[config.mk]
export PLATFORM = sky130hd
export DESIGN_NAME = mx_tx_sched
export DESIGN_NICKNAME = d
export VERILOG_FILES = /design/src/rtl/mx_pkg.sv /design/src/rtl/mx_rr_pick.sv /design/src/rtl/mx_tx_sched.sv
export SDC_FILE = /design/constraint.sdc
export NUM_CORES = 1
export LEC_CHECK = 0
export BUFFER_PORTS_ARGS = -buffer_cell sky130_fd_sc_hd__buf_2
export CAP_MARGIN = 10
export CORE_ASPECT_RATIO = 1.75
export CORE_MARGIN = 2
export CORE_UTILIZATION = 25
export CTS_CLUSTER_DIAMETER = 200
export DETAILED_ROUTE_END_ITERATION = 8
export HOLD_SLACK_MARGIN = 0.08
export PLACE_DENSITY = 0.59
export SLEW_MARGIN = 40
export SYNTH_ARGS = -nofsm -noshare
export SYNTH_HDL_FRONTEND = slang
export SYNTH_SLANG_ARGS = --single-unit
[constraint.sdc]
create_clock -name clk -period 1.9 [get_ports clk]
set_clock_uncertainty 0.15 [all_clocks]
set_input_delay 0 -clock clk [delete_from_list [all_inputs] [get_ports clk]]
set_output_delay 0 -clock clk [all_outputs]
set_load 0.005 [all_outputs]
[src/rtl/mx_pkg.sv]
// Shared Manchester-block definitions: scheduler state encoding and requester limit.
package mx_pkg;

  localparam int unsigned MX_MAX_REQ = 8;

  typedef enum logic [1:0] {
    IDLE  = 2'd0,
    GRANT = 2'd1,
    DRAIN = 2'd2,
    GAP   = 2'd3
  } sched_state_t;

endpackage

[src/rtl/mx_rr_pick.sv]
// Combinational round-robin picker: first set request searching from last+1 with wrap.
module mx_rr_pick #(
  parameter int unsigned N_REQ = 2,
  parameter int unsigned IW    = 1
) (
  input  logic [N_REQ-1:0] i_req,
  input  logic [IW-1:0]    i_last,
  output logic [N_REQ-1:0] o_pick_oh,
  output logic [IW-1:0]    o_pick_idx
);

  // Walk from the farthest candidate to the nearest so the nearest set bit wins.
  always_comb begin
    o_pick_oh  = '0;
    o_pick_idx = '0;
    for (int k = int'(N_REQ); k >= 1; k--) begin
      logic [IW-1:0] w_j;
      w_j = IW'((int'(i_last) + k) % int'(N_REQ));
      if (i_req[w_j]) begin
        o_pick_oh      = '0;
        o_pick_oh[w_j] = 1'b1;
        o_pick_idx     = w_j;
      end
    end
  end

endmodule

[src/rtl/mx_tx_sched.sv]
// Frame-level round-robin scheduler sharing one Manchester transmitter among N_REQ sources.
// Optional grant timeout with forced release is built when MXSCHED_TIMEOUT_EN is defined.
module mx_tx_sched
  import mx_pkg::*;
#(
  parameter int unsigned N_REQ          = 2,
  parameter int unsigned GAP_CYCLES     = 16,
  parameter int unsigned TIMEOUT_CYCLES = 100_000_000
) (
  input  logic                  clk,
  input  logic                  reset,
  input  logic [N_REQ-1:0]      req,
  input  logic [N_REQ-1:0]      send_in,
  input  logic [N_REQ-1:0][7:0] data_in,
  output logic [N_REQ-1:0]      ready_out,
  output logic [N_REQ-1:0]      grant,
  output logic                  tx_send,
  output logic [7:0]            tx_data,
  input  logic                  tx_ready,
  output logic                  busy
`ifdef MXSCHED_TIMEOUT_EN
  ,output logic                 timeout_err
`endif
);

  localparam int unsigned IW       = (N_REQ > 1) ? $clog2(N_REQ) : 1;
  localparam int unsigned GW       = $clog2((GAP_CYCLES > 2) ? GAP_CYCLES : 2);
  localparam int unsigned GAP_LAST = (GAP_CYCLES > 0) ? GAP_CYCLES - 1 : 0;

  sched_state_t     r_state;
  sched_state_t     w_state_nxt;
  logic [N_REQ-1:0] r_grant;
  logic [IW-1:0]    r_last;
  logic [GW-1:0]    r_gap_cnt;
  logic [N_REQ-1:0] w_req_eff;
  logic [N_REQ-1:0] w_pick_oh;
  logic [IW-1:0]    w_pick_idx;
  logic             w_grant_load;
  logic             w_grant_clr;
  logic             w_force;

`ifdef MXSCHED_TIMEOUT_EN
  localparam int unsigned TW = $clog2(TIMEOUT_CYCLES);

  logic [TW-1:0]    r_to_cnt;
  logic [N_REQ-1:0] r_locked;

  assign w_force     = (r_state == GRANT) && (r_to_cnt == TW'(TIMEOUT_CYCLES - 1));
  assign w_req_eff   = req & ~r_locked;
  assign timeout_err = w_force;

  // Grant-length counter and per-requester lockout after a forced release.
  always_ff @(posedge clk) begin
    if (reset) begin
      r_to_cnt <= '0;
      r_locked <= '0;
    end else begin
      if (w_grant_load)
        r_to_cnt <= '0;
      else if ((r_state == GRANT) && (r_to_cnt != '1))
        r_to_cnt <= r_to_cnt + TW'(1);
      r_locked <= (r_locked | (w_force ? r_grant : '0)) & req;
    end
  end
`else
  assign w_force   = 1'b0;
  assign w_req_eff = req;
`endif

  mx_rr_pick #(
    .N_REQ (N_REQ),
    .IW    (IW)
  ) u_pick (
    .i_req      (w_req_eff),
    .i_last     (r_last),
    .o_pick_oh  (w_pick_oh),
    .o_pick_idx (w_pick_idx)
  );

  // State register.
  always_ff @(posedge clk) begin
    if (reset) r_state <= IDLE;
    else       r_state <= w_state_nxt;
  end

  // Next-state logic and grant load/clear strobes.
  always_comb begin
    w_state_nxt  = r_state;
    w_grant_load = 1'b0;
    w_grant_clr  = 1'b0;
    case (r_state)
      IDLE: begin
        if (|w_req_eff) begin
          w_grant_load = 1'b1;
          w_state_nxt  = GRANT;
        end
      end
      GRANT: begin
        if (w_force || !req[r_last]) w_state_nxt = DRAIN;
      end
      DRAIN: begin
        if (tx_ready) begin
          w_grant_clr = 1'b1;
          w_state_nxt = (GAP_CYCLES == 0) ? IDLE : GAP;
        end
      end
      GAP: begin
        if (r_gap_cnt == GW'(GAP_LAST)) w_state_nxt = IDLE;
      end
      default: w_state_nxt = IDLE;
    endcase
  end

  // Grant vector and round-robin pointer; pointer moves only on a new grant.
  always_ff @(posedge clk) begin
    if (reset) begin
      r_grant <= '0;
      r_last  <= IW'(N_REQ - 1);
    end else if (w_grant_load) begin
      r_grant <= w_pick_oh;
      r_last  <= w_pick_idx;
    end else if (w_grant_clr) begin
      r_grant <= '0;
    end
  end

  // Inter-frame gap counter, cleared on drain exit and saturating.
  always_ff @(posedge clk) begin
    if (reset)
      r_gap_cnt <= '0;
    else if (w_grant_clr)
      r_gap_cnt <= '0;
    else if ((r_state == GAP) && (r_gap_cnt != '1))
      r_gap_cnt <= r_gap_cnt + GW'(1);
  end

  // Zero-latency pass-through of the granted requester, masked outside GRANT.
  always_comb begin
    tx_send   = 1'b0;
    tx_data   = '0;
    ready_out = '0;
    if (r_state == GRANT) begin
      tx_send           = send_in[r_last];
      tx_data           = data_in[r_last];
      ready_out[r_last] = tx_ready;
    end
  end

  assign grant = r_grant;
  assign busy  = (r_state != IDLE);

endmodule

# Yosys cells after proc, flatten, opt, wreduce, memory -nomap -nowiden
# Index checks and enable logic that the tools add are counted.
classes:
  n_addsub: 3
  n_eq_ne: 9
  bitwise: 1
  order_cmp: 6
  n_mux: 34
  div: 0
  n_mul: 0
  reduce_logical: 10
  shift: 0
op_table:
  columns: ["cell", "count"]
  rows:
  - ["$mux W8", 3]
  - ["$mux W1", 18]
  - ["$mux W2", 9]
  - ["$ne A2 B2 Y1 const B", 4]
  - ["$pmux W2 S4", 1]
  - ["$lt A1 B2 Y1 const B", 3]
  - ["$add A4 B1 Y4 const B", 1]
  - ["$eq A2 B2 Y1 const B", 2]
  - ["$eq A4 B4 Y1 const B", 1]
  - ["$logic_and A1 B1 Y1", 4]
  - ["$ne A4 B4 Y1 const B", 1]
  - ["$reduce_and A4 Y1", 1]
  - ["$reduce_bool A2 Y1", 2]
  - ["$reduce_or A2 Y1", 2]
  - ["$demux W1 S1", 3]
  - ["$ge A1 B1 Y1 const B", 3]
  - ["$add A1 B1 Y1 const B", 2]
  - ["$and A2 B2 Y2", 1]
  - ["$eq A2 B1 Y1 const B", 1]
  - ["$logic_not A2 Y1", 1]
word_totals:
  mem_count: 0
  wordCells: 67
  ramBits: 0
  latchBits: 0
  romBits: 0
  ff_bits: 9

# Depth between registers and ports, before layout
logic_depth:
  ltp_word: 8
  mapped_depth: 6

# By module
# Synthesis repeated with hierarchy kept, for this count alone.
unflattened:
  cells_unflattened: 81
  hier_area_um2: 648.1
by_module_without_submodules:
  columns: ["mod", "area_each_um2", "instances", "cells_each"]
  rows:
  - ["mx_tx_sched", 621.8, 1, 77]
  - ["mx_rr_pick", 26.3, 1, 4]

# Worst setup path after synthesis
# Ideal clock, no wire load.
synth_timing:
  path_kind: "register -> register"
  from: "register r_state[0]"
  to: "register r_state[0]"
  stages_incl_launch_ff: 6
  arrival_ns: 1.172
  path_buffers: 0
  setup_slack_ns: 0.506
  required_time_ns: 1.678
  setup_ns: 0.072
  period_less_slack_ns: 1.394
  cell_sequence: "dfxtp_1 > inv_1 > ha_1 > a32oi_1 > and3_2 > mux2i_1"
synth_between:
  elab_chain_cells: 3
synth_lines:
  columns: ["item", "line", "text"]
  rows:
  - ["start, declared", "mx_tx_sched.sv:30", "sched_state_t r_state;"]
  - ["start signal, assigned", "mx_tx_sched.sv:83", "else r_state <= w_state_nxt;"]
  - ["$eq A2 B2 Y1 (tied with other cells)", "mx_tx_sched.sv:91", "case (r_state)"]
  - ["$ne A2 B2 Y1 (no source line)", null, null]
  - ["$reduce_and A4 Y1 (no source line)", null, null]
# Several ways; a longest one is shown, not always the timed one.
# A chain may end at the register's enable or synchronous reset.

# Final worst setup path
layout_timing:
  from: "register r_state[1]"
  to: "register r_state[0]"
# Same word-level chain as after synthesis.

==> results by group <==
Layout
  • Share of cells above drive strength 1: a little over a third
  • Most common cell after layout, fill and taps aside: buf_2
  • Final nets: 148
  • Core Util, Final: 38.16%
  • P&R area growth vs syn: 45.54%
  • Most frequent cells in the layout: buf_2 (36), mux2i_1 (11), nor2b_1 (9), dfxtp_1 (9), nor2_1 (8)
  • Ant diodes: 0
  • # fillers: 263
  • Finished Cell Area: ~940 um^2
  • Final Non-Filler Cells: 145

Drt
  • Number of iterations in the first detailed-routing pass: 4
  • Starting DRT DRC Count: 5
  • DRC viols: 0
  • Drt total wl: 1546 um
  • Post-DR wirelength/cell: 10.66 um
  • Vias per cell: 4.697
  • Total number of vias: between 600 and 700
  • Final ANT Viol Nets: 0

Timing
  • RSZ-0062 raised after global routing: false
  • Post-route minimum period: 1.601 ns
  • Maximum clock rate: roughly 0.62 GHz
  • Final period util: between 80% and 90%
  • Setup TNS: 0 ns
  • Final setup vio count: 0
  • Worst-Margin Slew: 0.2842 ns
  • Rel. slew slack: 81.05%
  • Setup ws final: 0.2985 ns
  • Hold Violations, Final: 0
  • Max-slew violations: 0

Power and ir drop
  • Int Pwr: 656.5 uW
  • Sw Share: 36.36%
  • PwrDens: 1098 nW/um^2
  • Peak VDD IR: 0.4518 mV
  • Switching power total: around 380 uW
  • Leakage power: 0.5214 nW
  • Comb power frac: between 50 and 60%
  • Clock share of power: 21.2%
  • Sequential Power Share: 25.8%

Worst setup path
  • CP endpoint kind: flip-flop
  • CP Launch Type: flip-flop
  • CP peak stage delay: about 0.37 ns
  • Worst Path Required: 1.91 ns
  • R2R Path Start: r_state[1]$_SDFFE_PP0P_
  • CP max stage cell: dfxtp_1
  • R2R depth: 5
  • Crit path DAT: 1.61 ns
  • CP Launch Point: r_state[1]$_SDFFE_PP0P_
  • Kind of critical path: flip-flop to flip-flop
  • CP Max Fanout: 12
  • Critical-path cell list: inv_1 -> ha_1 -> a32oi_1 -> and3_2 -> mux2i_1

Floorplanning
  • Horiz. Die Dim: 42.42 um
  • Row cnt: 24
  • Core region area: 2462 um^2
  • Die ar.: 3021 um^2
  • I/O pin cnt: 37
  • Vert. Die Dim: around 71 um
  • Initial Util: a little over a quarter

Global routing
  • Initial antenna violation count: 0
  • GRT Util Overall: 10.75%
  • First-pass GRT wire length: roughly 2600 um
  • Largest net degree at the start of global routing: 13
  • Grt total ovfl: 0
  • Vias in the first global route: 657

Clock tree
  • Post-CTS Hold Buffers: 4
  • H-tree depth: 1
  • CTS tree: done
  • CTS max path bufs: 2
  • Clock latency on the worst-skew pair: 0.23 ns
  • Post-cts resize count: 0
  • Clk slew on worst S/H paths: 0.04 ns
  • Postcts setup bufs: 0
  • TritonCTS buffer count: 3
  • Number of clock sinks: 9
  • Root Driver: clkbuf_8

Logic synthesis
  • Synth Cell Area: 645.6 um^2
  • Post-synth cell types: 21
  • Register area share after synthesis: between 20 and 30%
  • Syn Nets: 104
  • Largest area contributor in the netlist: dfxtp_1
  • Post-Synthesis Cells: 76
  • Yosys warns: 0
  • Top cells by area, synth: dfxtp_1 (28%), mux2i_1 (17%), ha_1 (9.7%)
  • Syn_area_per_cell: about 8.5 um^2
  • #FFs+latches synth: 9
  • Yosys top cell area share: 27.91%

Run
  • Max Cap Violations: 0

Min path
  • Worst hold-check path type: primary input to primary output
  • HP Start: data_in[7]
  • Hold depth: 4

Placed design
  • GPL Wtd Cong: 0.6690
  • Pre-CTS setup slack: 0.2507 ns
  • Post-DP HPWL: between 1000 and 1500 um
  • Placed insts: 137
  • Placed Instance Area: ~850 um^2
  • Port Buffer Count: 36

Outcome
  • Status: completed
## final timing paths
| kind | to | slack, ns |
|---|---|---|
| setup / recovery | r_state[0]$_SDFFE_PP0P_ | 0.30 |
| setup reg to reg | r_state[0]$_SDFFE_PP0P_ | 0.30 |
| hold / removal | tx_data[7] | 0.18 |
| hold reg to reg | r_gap_cnt[1]$_SDFFE_PP0P_ | 0.33 |
## critical path, delay by kind of cell (launching register included)
family | cells | cell delay [ns]
flops | 1 | 0.37
compound gates | 1 | 0.22
buf+inv | 1 | 0.08
mux | 1 | 0.19
simple gates | 1 | 0.23
fa+ha+maj | 1 | 0.28
## area by class of cell
| class | instances | area, um^2 | area share, % |
|---|---|---|---|
| well taps | 26 | 32.53 | 3.462 |
| repair buffers | 41 | 227.7 | 24.23 |
| multi-input cells | 60 | 435.4 | 46.34 |
| inverters | 5 | 18.77 | 1.997 |
| clock buffers | 4 | 45.04 | 4.794 |
| flip-flops and latches | 9 | 180.2 | 19.17 |
## power by group through the flow
stage | combinational [mW] | sequential (mW) | clock [mW]
2_1_floorplan | 0.375 | 0.267 | 0
3_3_place_gp | 0.535 | 0.268 | 0
3_5_place_dp | 0.550 | 0.271 | 0
4_1_cts | 0.558 | 0.267 | 0.229
5_1_grt | 0.614 | 0.273 | 0.235
6_report | 0.547 | 0.266 | 0.219
## per-stage QoR
| stage | hold slack, ns | power [mW] |
|---|---|---|
| 3_5_place_dp | 0.1349 | 0.8206 |
| 5_1_grt | 0.1936 | 1.122 |
| 4_1_cts | 0.1802 | 1.053 |
| 3_3_place_gp | 0.1224 | 0.8023 |
| 2_1_floorplan | -0.07762 | 0.6423 |
| 6_report | 0.1774 | 1.032 |
## kinds of logic after synthesis
kind of cell             share of synthesized area, %
AO/OA/AOI/OAI                                   12.21
multiplexers                                    17.05
adder cells (fa/ha/maj)                         9.690
XOR/XNOR                                        4.071
flip-flops                                      27.91
AND/OR/NAND/NOR                                 24.42
buffers and inverters                           4.650
## registers in the layout (all words and copies together) (netlist names)
register / count
grant: 2
r_last: 1
r_state: 2
r_gap_cnt: 4
## metal layers
metal  track usage [%]  share of wire [%]  up-vias  routed length [um]
met4             5.208                1.6        0                  25
met5                 0                  0        -                   0
li1                  -                  -      349                   -
met2             20.85                 51       37                 783
met1             10.97                 38      293                 588
met3             1.008                9.6        2                 149
## cells in the mapped netlist
master	count
inv_2	1
nor2_1	8
and3_1	1
nand2b_1	3
nand2_1	5
a311o_1	1
nand3_1	4
mux2i_1	11
ha_1	5
buf_4	1
a32oi_1	4
inv_1	4
and3_2	1
o21bai_1	1
a2bb2oi_1	1
xor2_1	3
clkbuf_1	1
a21o_1	1
a21oi_1	2
nor2b_1	9
dfxtp_1	9
No activity file was read; power rests on OpenSTA's default activity.
